===== src/rtl/pipe_ctrl_pkg.sv =====
// ---------------------------------------------------------------------------
// pipe_ctrl_pkg
// Shared constants for the pipelined ARM-style control path:
//   - ARM condition-field encodings (COND_EQ .. COND_AL)
//   - forwarding-mux select codes (FWD_RF, FWD_W, FWD_M)
//   - bit positions of N, Z, C, V inside the 4-bit flag vectors
// ---------------------------------------------------------------------------
package pipe_ctrl_pkg;

  localparam logic [3:0] COND_EQ = 4'b0000;
  localparam logic [3:0] COND_NE = 4'b0001;
  localparam logic [3:0] COND_CS = 4'b0010;
  localparam logic [3:0] COND_CC = 4'b0011;
  localparam logic [3:0] COND_MI = 4'b0100;
  localparam logic [3:0] COND_PL = 4'b0101;
  localparam logic [3:0] COND_VS = 4'b0110;
  localparam logic [3:0] COND_VC = 4'b0111;
  localparam logic [3:0] COND_HI = 4'b1000;
  localparam logic [3:0] COND_LS = 4'b1001;
  localparam logic [3:0] COND_GE = 4'b1010;
  localparam logic [3:0] COND_LT = 4'b1011;
  localparam logic [3:0] COND_GT = 4'b1100;
  localparam logic [3:0] COND_LE = 4'b1101;
  localparam logic [3:0] COND_AL = 4'b1110;

  localparam logic [1:0] FWD_RF = 2'b00;  // operand from register file
  localparam logic [1:0] FWD_W  = 2'b01;  // operand from Writeback result
  localparam logic [1:0] FWD_M  = 2'b10;  // operand from Memory-stage ALU result

  localparam int FLAG_N = 3;
  localparam int FLAG_Z = 2;
  localparam int FLAG_C = 1;
  localparam int FLAG_V = 0;

endpackage


===== src/rtl/pipe_cond_eval.sv =====
// ---------------------------------------------------------------------------
// pipe_cond_eval
// Purely combinational ARM condition-code evaluator.
// Ports:
//   CondE   in  4  condition field of the instruction in Execute
//   FlagsR  in  4  current {N,Z,C,V} flag register
//   CondExE out 1  1 when the instruction is allowed to take effect
// ---------------------------------------------------------------------------
module pipe_cond_eval
  import pipe_ctrl_pkg::*;
(
  input  logic [3:0] CondE,
  input  logic [3:0] FlagsR,
  output logic       CondExE
);

  logic n, z, c, v;

  assign n = FlagsR[FLAG_N];
  assign z = FlagsR[FLAG_Z];
  assign c = FlagsR[FLAG_C];
  assign v = FlagsR[FLAG_V];

  // Decode the condition field against the flags
  always_comb begin
    case (CondE)
      COND_EQ: CondExE = z;
      COND_NE: CondExE = ~z;
      COND_CS: CondExE = c;
      COND_CC: CondExE = ~c;
      COND_MI: CondExE = n;
      COND_PL: CondExE = ~n;
      COND_VS: CondExE = v;
      COND_VC: CondExE = ~v;
      COND_HI: CondExE = c & ~z;
      COND_LS: CondExE = ~(c & ~z);
      COND_GE: CondExE = ~(n ^ v);
      COND_LT: CondExE = n ^ v;
      COND_GT: CondExE = ~z & ~(n ^ v);
      COND_LE: CondExE = z | (n ^ v);
      default: CondExE = 1'b1;  // AL, and 1111 behaves as AL
    endcase
  end

endmodule


===== src/rtl/pipe_controller.sv =====
// ---------------------------------------------------------------------------
// pipe_controller
// Control path of a 5-stage ARM-style pipeline: carries decoded controls from
// Decode through Execute/Memory/Writeback, gates them with the condition
// result, holds the flag register, and produces forwarding and hazard
// (stall/flush) signals.
//
// Build option: PIPE_CONTROLLER_FORWARD_EN
//   defined   -> E-stage operand forwarding from M/W, stall only on load-use
//   undefined -> no forwarding (selects tied to register file); stall on any
//                dependency with an instruction still in E or M
//
// Ports:
//   clk, reset              clock, asynchronous active-high reset
//   *D inputs               decoded controls, condition, register addresses
//   ALUFlags                {N,Z,C,V} from the ALU in Execute
//   ALUSrcE, ALUControlE    Execute-stage ALU controls
//   ForwardAE, ForwardBE    operand forwarding selects
//   BranchTakenE            conditional branch resolved taken in Execute
//   MemWriteM               condition-gated memory write
//   RegWriteW, MemtoRegW, PCSrcW  Writeback-stage controls
//   StallF, StallD, FlushD, FlushE  hazard controls
// ---------------------------------------------------------------------------
module pipe_controller
  import pipe_ctrl_pkg::*;
#(
  parameter int ALUCTL_W = 2,
  parameter int RA_W     = 4
) (
  input  logic                clk,
  input  logic                reset,
  input  logic                RegWriteD,
  input  logic                MemWriteD,
  input  logic                MemtoRegD,
  input  logic                BranchD,
  input  logic                PCSD,
  input  logic                ALUSrcD,
  input  logic [ALUCTL_W-1:0] ALUControlD,
  input  logic [1:0]          FlagWriteD,
  input  logic [3:0]          CondD,
  input  logic [RA_W-1:0]     RA1D,
  input  logic [RA_W-1:0]     RA2D,
  input  logic [RA_W-1:0]     WA3D,
  input  logic [3:0]          ALUFlags,
  output logic                ALUSrcE,
  output logic [ALUCTL_W-1:0] ALUControlE,
  output logic [1:0]          ForwardAE,
  output logic [1:0]          ForwardBE,
  output logic                BranchTakenE,
  output logic                MemWriteM,
  output logic                RegWriteW,
  output logic                MemtoRegW,
  output logic                PCSrcW,
  output logic                StallF,
  output logic                StallD,
  output logic                FlushD,
  output logic                FlushE
);

  // Execute-stage registers
  logic                regwrite_e_q, memwrite_e_q, memtoreg_e_q, branch_e_q, pcs_e_q, alusrc_e_q;
  logic                regwrite_e_d, memwrite_e_d, memtoreg_e_d, branch_e_d, pcs_e_d, alusrc_e_d;
  logic [ALUCTL_W-1:0] aluctl_e_q, aluctl_e_d;
  logic [1:0]          flagwrite_e_q, flagwrite_e_d;
  logic [3:0]          cond_e_q, cond_e_d;
  logic [RA_W-1:0]     ra1_e_q, ra1_e_d, ra2_e_q, ra2_e_d, wa3_e_q, wa3_e_d;
  // Memory-stage registers
  logic                regwrite_m_q, memwrite_m_q, memtoreg_m_q, pcsrc_m_q;
  logic                regwrite_m_d, memwrite_m_d, memtoreg_m_d, pcsrc_m_d;
  logic [RA_W-1:0]     wa3_m_q, wa3_m_d;
  // Writeback-stage registers
  logic                regwrite_w_q, memtoreg_w_q, pcsrc_w_q;
  logic [RA_W-1:0]     wa3_w_q;
  // Flag register
  logic [3:0]          flags_q, flags_d;

  logic cond_ex_e;
  logic ldr_stall;
  logic pc_wr_pending;

  pipe_cond_eval u_cond_eval (
    .CondE   (cond_e_q),
    .FlagsR  (flags_q),
    .CondExE (cond_ex_e)
  );

  // D->E next state: a flush inserts an all-zero bubble
  always_comb begin
    if (FlushE) begin
      regwrite_e_d  = 1'b0;
      memwrite_e_d  = 1'b0;
      memtoreg_e_d  = 1'b0;
      branch_e_d    = 1'b0;
      pcs_e_d       = 1'b0;
      alusrc_e_d    = 1'b0;
      aluctl_e_d    = {ALUCTL_W{1'b0}};
      flagwrite_e_d = 2'b00;
      cond_e_d      = 4'b0000;
      ra1_e_d       = {RA_W{1'b0}};
      ra2_e_d       = {RA_W{1'b0}};
      wa3_e_d       = {RA_W{1'b0}};
    end else begin
      regwrite_e_d  = RegWriteD;
      memwrite_e_d  = MemWriteD;
      memtoreg_e_d  = MemtoRegD;
      branch_e_d    = BranchD;
      pcs_e_d       = PCSD;
      alusrc_e_d    = ALUSrcD;
      aluctl_e_d    = ALUControlD;
      flagwrite_e_d = FlagWriteD;
      cond_e_d      = CondD;
      ra1_e_d       = RA1D;
      ra2_e_d       = RA2D;
      wa3_e_d       = WA3D;
    end
  end

  // E->M next state (side effects gated by the condition) and flag update
  always_comb begin
    regwrite_m_d = regwrite_e_q & cond_ex_e;
    memwrite_m_d = memwrite_e_q & cond_ex_e;
    pcsrc_m_d    = pcs_e_q & cond_ex_e;
    memtoreg_m_d = memtoreg_e_q;
    wa3_m_d      = wa3_e_q;
    flags_d      = flags_q;
    if (flagwrite_e_q[1] & cond_ex_e) begin
      flags_d[FLAG_N] = ALUFlags[FLAG_N];
      flags_d[FLAG_Z] = ALUFlags[FLAG_Z];
    end else begin
      flags_d[FLAG_N] = flags_q[FLAG_N];
      flags_d[FLAG_Z] = flags_q[FLAG_Z];
    end
    if (flagwrite_e_q[0] & cond_ex_e) begin
      flags_d[FLAG_C] = ALUFlags[FLAG_C];
      flags_d[FLAG_V] = ALUFlags[FLAG_V];
    end else begin
      flags_d[FLAG_C] = flags_q[FLAG_C];
      flags_d[FLAG_V] = flags_q[FLAG_V];
    end
  end

  // Pipeline and flag registers
  always_ff @(posedge clk or posedge reset) begin
    if (reset) begin
      regwrite_e_q  <= 1'b0;
      memwrite_e_q  <= 1'b0;
      memtoreg_e_q  <= 1'b0;
      branch_e_q    <= 1'b0;
      pcs_e_q       <= 1'b0;
      alusrc_e_q    <= 1'b0;
      aluctl_e_q    <= {ALUCTL_W{1'b0}};
      flagwrite_e_q <= 2'b00;
      cond_e_q      <= 4'b0000;
      ra1_e_q       <= {RA_W{1'b0}};
      ra2_e_q       <= {RA_W{1'b0}};
      wa3_e_q       <= {RA_W{1'b0}};
      regwrite_m_q  <= 1'b0;
      memwrite_m_q  <= 1'b0;
      memtoreg_m_q  <= 1'b0;
      pcsrc_m_q     <= 1'b0;
      wa3_m_q       <= {RA_W{1'b0}};
      regwrite_w_q  <= 1'b0;
      memtoreg_w_q  <= 1'b0;
      pcsrc_w_q     <= 1'b0;
      wa3_w_q       <= {RA_W{1'b0}};
      flags_q       <= 4'b0000;
    end else begin
      regwrite_e_q  <= regwrite_e_d;
      memwrite_e_q  <= memwrite_e_d;
      memtoreg_e_q  <= memtoreg_e_d;
      branch_e_q    <= branch_e_d;
      pcs_e_q       <= pcs_e_d;
      alusrc_e_q    <= alusrc_e_d;
      aluctl_e_q    <= aluctl_e_d;
      flagwrite_e_q <= flagwrite_e_d;
      cond_e_q      <= cond_e_d;
      ra1_e_q       <= ra1_e_d;
      ra2_e_q       <= ra2_e_d;
      wa3_e_q       <= wa3_e_d;
      regwrite_m_q  <= regwrite_m_d;
      memwrite_m_q  <= memwrite_m_d;
      memtoreg_m_q  <= memtoreg_m_d;
      pcsrc_m_q     <= pcsrc_m_d;
      wa3_m_q       <= wa3_m_d;
      regwrite_w_q  <= regwrite_m_q;
      memtoreg_w_q  <= memtoreg_m_q;
      pcsrc_w_q     <= pcsrc_m_q;
      wa3_w_q       <= wa3_m_q;
      flags_q       <= flags_d;
    end
  end

`ifdef PIPE_CONTROLLER_FORWARD_EN
  // M result wins over W because it is the younger write to the register
  function automatic logic [1:0] fwd_sel(input logic [RA_W-1:0] ra,
                                         input logic [RA_W-1:0] wa_m, input logic we_m,
                                         input logic [RA_W-1:0] wa_w, input logic we_w);
    logic [1:0] sel;
    if (we_m && (ra == wa_m)) begin
      sel = FWD_M;
    end else if (we_w && (ra == wa_w)) begin
      sel = FWD_W;
    end else begin
      sel = FWD_RF;
    end
    return sel;
  endfunction

  assign ForwardAE = fwd_sel(ra1_e_q, wa3_m_q, regwrite_m_q, wa3_w_q, regwrite_w_q);
  assign ForwardBE = fwd_sel(ra2_e_q, wa3_m_q, regwrite_m_q, wa3_w_q, regwrite_w_q);
  // Only a load in E cannot be forwarded in time
  assign ldr_stall = memtoreg_e_q & regwrite_e_q & ((RA1D == wa3_e_q) | (RA2D == wa3_e_q));
`else
  // E-stage source addresses and W destination only feed the forwarding muxes
  logic unused_fwd;
  assign unused_fwd = ^{ra1_e_q, ra2_e_q, wa3_w_q};

  assign ForwardAE = FWD_RF;
  assign ForwardBE = FWD_RF;
  // Without forwarding, wait until the producer has reached W; W needs no
  // stall since the register file writes on the falling edge
  assign ldr_stall = (regwrite_e_q & ((RA1D == wa3_e_q) | (RA2D == wa3_e_q))) |
                     (regwrite_m_q & ((RA1D == wa3_m_q) | (RA2D == wa3_m_q)));
`endif

  assign pc_wr_pending = PCSD | pcs_e_q | pcsrc_m_q;
  assign BranchTakenE  = branch_e_q & cond_ex_e;

  assign StallD = ldr_stall;
  assign StallF = ldr_stall | pc_wr_pending;
  assign FlushD = pc_wr_pending | pcsrc_w_q | BranchTakenE;
  assign FlushE = ldr_stall | BranchTakenE;

  assign ALUSrcE     = alusrc_e_q;
  assign ALUControlE = aluctl_e_q;
  assign MemWriteM   = memwrite_m_q;
  assign RegWriteW   = regwrite_w_q;
  assign MemtoRegW   = memtoreg_w_q;
  assign PCSrcW      = pcsrc_w_q;

endmodule


===== config.mk =====
export PLATFORM = sky130hd
export DESIGN_NAME = pipe_controller
export DESIGN_NICKNAME = d
export VERILOG_FILES = /design/src/rtl/pipe_ctrl_pkg.sv /design/src/rtl/pipe_cond_eval.sv /design/src/rtl/pipe_controller.sv
export SDC_FILE = /design/constraint.sdc
export NUM_CORES = 1
export LEC_CHECK = 0
export CAP_MARGIN = 0
export CELL_PAD_IN_SITES_DETAIL_PLACEMENT = 0
export CELL_PAD_IN_SITES_GLOBAL_PLACEMENT = 2
export CORE_UTILIZATION = 30
export DETAILED_ROUTE_END_ITERATION = 12
export GPL_ROUTABILITY_DRIVEN = 0
export HOLD_SLACK_MARGIN = 0.06
export PLACE_DENSITY_LB_ADDON = 0.12
export SETUP_SLACK_MARGIN = 0.02
export SLEW_MARGIN = 20
export SYNTH_ARGS = -nofsm -noshare
export SYNTH_HDL_FRONTEND = slang
export SYNTH_SLANG_ARGS = --single-unit
export TNS_END_PERCENT = 5

===== constraint.sdc =====
create_clock -name clk -period 3.1 [get_ports clk]
set_clock_uncertainty 0.2 [all_clocks]
set_input_delay 0.62 -clock clk [delete_from_list [all_inputs] [get_ports clk]]
set_output_delay 0.62 -clock clk [all_outputs]
set_load 0.01 [all_outputs]

==> results_dict.tcl <==
set metrics [dict create \
    leakage_nw 0.998 \
    io_buffers 43 \
    first_pass_iters 4 \
    status "finished, violations left" \
    cts_tree "yes" \
    postPlaceCellArea_um2 2110 \
    via_per_inst 4.43 \
    synth_fa_ha_area_share_pct 0 \
    grt_max_degree 34 \
    synthArstFlopShare_pct 100 \
    critPathArrivalTime_ns 2.31 \
    io_pins 48 \
    synth_top_family_by_area "simple AND/OR/NAND/NOR gates" \
    finalSetupTns_ns -0.0256 \
    synth_edf_count 0 \
    drc 0 \
    dp_hpwl_mm 2.36 \
    period_share_pct 101 \
    yosys-top-cells-count "33 x dfrtp_1, 18 x nor3b_2, 18 x xor2_1" \
    initial_core_util_pct 31.2 \
    nets 207 \
    die_area_um2 5610 \
    muxShareOfSynthArea_pct 4.71 \
    cts_root_buffer "clkbuf_8" \
    num_vias 1091 \
    irDropWorstVdd_uv 422 \
    cts_num_sinks 33 \
    diodes 0 \
    maxCapViolations 0 \
    synth-seq-cells 33 \
    core-area_um2 5110 \
    cp.required_ns 2.28 \
    synth_warnings 0 \
    synth.distinct_cells 31 \
    ys.flop_type "dfrtp_1" \
    yosys.area_share.simple_pct 22.8 \
    critPathLaunchType "primary input" \
    p_per_area_nw_per_um2 963 \
    end_kind "output pin" \
    finalHoldViolCount 0 \
    max_freq_mhz 320 \
    grt-ovfl-total 0 \
    hold_path_class "reg -> reg" \
    die_w_um 74.9 \
    worstSkewPairLatency_ns 0.28 \
    antenna_found_initial 0 \
    setup_ws_ns -0.0256 \
    netlist_instances 120 \
    violations "negative setup slack" \
    synth_compound_area_share_pct 4.32 \
    synth_xor_area_share_pct 11.3 \
    wl_mm 3.25 \
    die_h_um 74.9 \
    finalMaxSlewViolations 0 \
    crit_fanout 3 \
    avgSynthCellArea_um2 13.3 \
    fin_crit_ns 3.13 \
    drtAntennaViolNets 0 \
    htree_levels 2 \
    placementRows 26 \
    worst-setup-path-type "in -> out" \
    drive_gt1_share_pct 27.3 \
    yosysTopAreaCell "dfrtp_1" \
    cts_buffers 5 \
    grt_pass1_vias 1029 \
    placedCellCount 234 \
    yosysMostFrequentCell "dfrtp_1" \
    path_clk_slew_ns 0.07 \
    grt_pass1_wl_mm 5.01 \
    clockBufferDepth 2 \
    wl_per_cell_um 13.2 \
    syn_area_um2 1590 \
    finalSetupViolCount 1 \
    synthTopCellsByArea "dfrtp_1 52%, nor3b_2 14%, xor2_1 9.9%, mux2_2 2.8%, buf_4 2.4%" \
    synthToLayoutAreaGrowth_pct 39.6 \
    drt_iter0_drc 19 \
    grtUsageTotal_pct 12.4 \
    yosysSeqAreaShare_pct 51.8 \
    fin_cells 246 \
    final_area_um2 2220 \
    synth_top_area_share_pct 51.8 \
    rsz0062_at_grt "true" \
]
## critical path: stages
cell and delay (ns):
clkdlybuf4s50_1 0.51, xor2_1 0.17, nor4_1 0.07, o21ai_0 0.14, nand2_1 0.13, or4_1 0.42, clkdlybuf4s15_2 0.24
## where the power goes
part	leakage, nW	switching, W	internal (W)
Sequential	0.405	0.000165	0.000634
Clock	0.0450	0.000150	0.000155
Combinational	0.548	0.000459	0.000580
Total	0.998	0.000774	0.00137
## cells by family after synthesis
family	Yosys count
simple gates	40
flops	33
xor+xnor	19
buf+inv	11
compound gates	9
mux	7
other cells	1
## registers in the layout, summed over array words and instances (netlist names)
register,count
MemWriteM,1
wa3_m_q,4
ALUSrcE,1
flagwrite_e_q,2
regwrite_e_q,1
PCSrcW,1
MemtoRegW,1
regwrite_m_q,1
RegWriteW,1
wa3_e_q,4
ALUControlE,2
pcsrc_m_q,1
memtoreg_m_q,1
branch_e_q,1
cond_e_q,4
pcs_e_q,1
memtoreg_e_q,1
memwrite_e_q,1
flags_q,4
## repair_timing
item	CTS	global route
cloned	0	0
setup buffers	1	3
hold buffers	0	0
gates resized for setup	13	2
pin swaps	9	2
endpoints found under the setup margin	5	4
## per-stage QoR
step,hold slack [ns],power (W),setup slack [ns],util (%)
4_1_cts,0.152,0.00213,-0.174,43.0
5_1_grt,0.164,0.00228,-0.143,43.6
3_3_place_gp,0.134,0.00180,-0.333,41.3
6_report,0.155,0.00214,-0.0256,43.6
3_5_place_dp,0.137,0.00182,-0.337,41.3
2_1_floorplan,0.131,0.00147,0.463,-
## per-layer routing
layer | wire length (um) | vias up | GRT usage, %
li1 | - | 513 | -
met1 | 1440 | 537 | 16.0
met2 | 1600 | 36 | 19.7
met3 | 145 | 5 | 2.81
met4 | 58 | 0 | 5.66
met5 | 0 | - | 0
## path summary, 6_finish.rpt
kind                         startpoint      endpoint  slack (ns)  cells after the start
max in group asynchronous         reset   cond_e_q[0]        1.84                      3
setup / recovery                RA2D[3]        StallF       -0.03                      7
setup reg to reg             flags_q[0]    wa3_e_q[2]        0.90                      7
min in group asynchronous         reset  memtoreg_m_q        0.53                      3
hold / removal             memtoreg_m_q     MemtoRegW        0.16                      0
hold reg to reg            memtoreg_m_q     MemtoRegW        0.16                      0
## final cells by class
type / count / area (um2)
repair buffers: 54 / 510
well taps: 70 / 87.6
clock buffers: 6 / 72.6
multi-input cells: 79 / 709
clock inverters: 2 / 10.0
inverters: 2 / 7.51
flip-flops and latches: 33 / 827
fillers: 494 / 2880
## cell usage in the layout (no fill, tap or decap)
cell,synthesis,layout
xnor3_1,1,1
xor2_1,18,18
nor3_1,1,1
nor2b_1,2,2
o21a_2,1,1
o211ai_2,1,1
or2_1,1,1
clkinv_2,0,2
clkbuf_8,0,5
dlymetal6s2s_1,0,1
conb_1,1,4
or4_1,1,1
mux2_2,4,4
clkdlybuf4s50_1,0,34
mux2i_1,3,3
a311oi_2,1,1
clkbuf_1,1,1
dlygate4sd2_1,0,6
o21ai_1,2,2
dfrtp_2,0,1
nor3b_1,1,1
nand4b_1,1,1
dfrtp_1,33,32
or3_1,1,1
nor4_1,5,5
nor3b_2,18,18
nand2_1,2,2
clkdlybuf4s15_2,0,2
o21ai_0,3,3
buf_4,5,11
nand2b_1,2,2
nor4b_2,0,1
a211oi_1,1,1
and2_1,3,3
inv_1,2,2
or2_2,1,1
No activity file was read; power rests on OpenSTA's default activity.
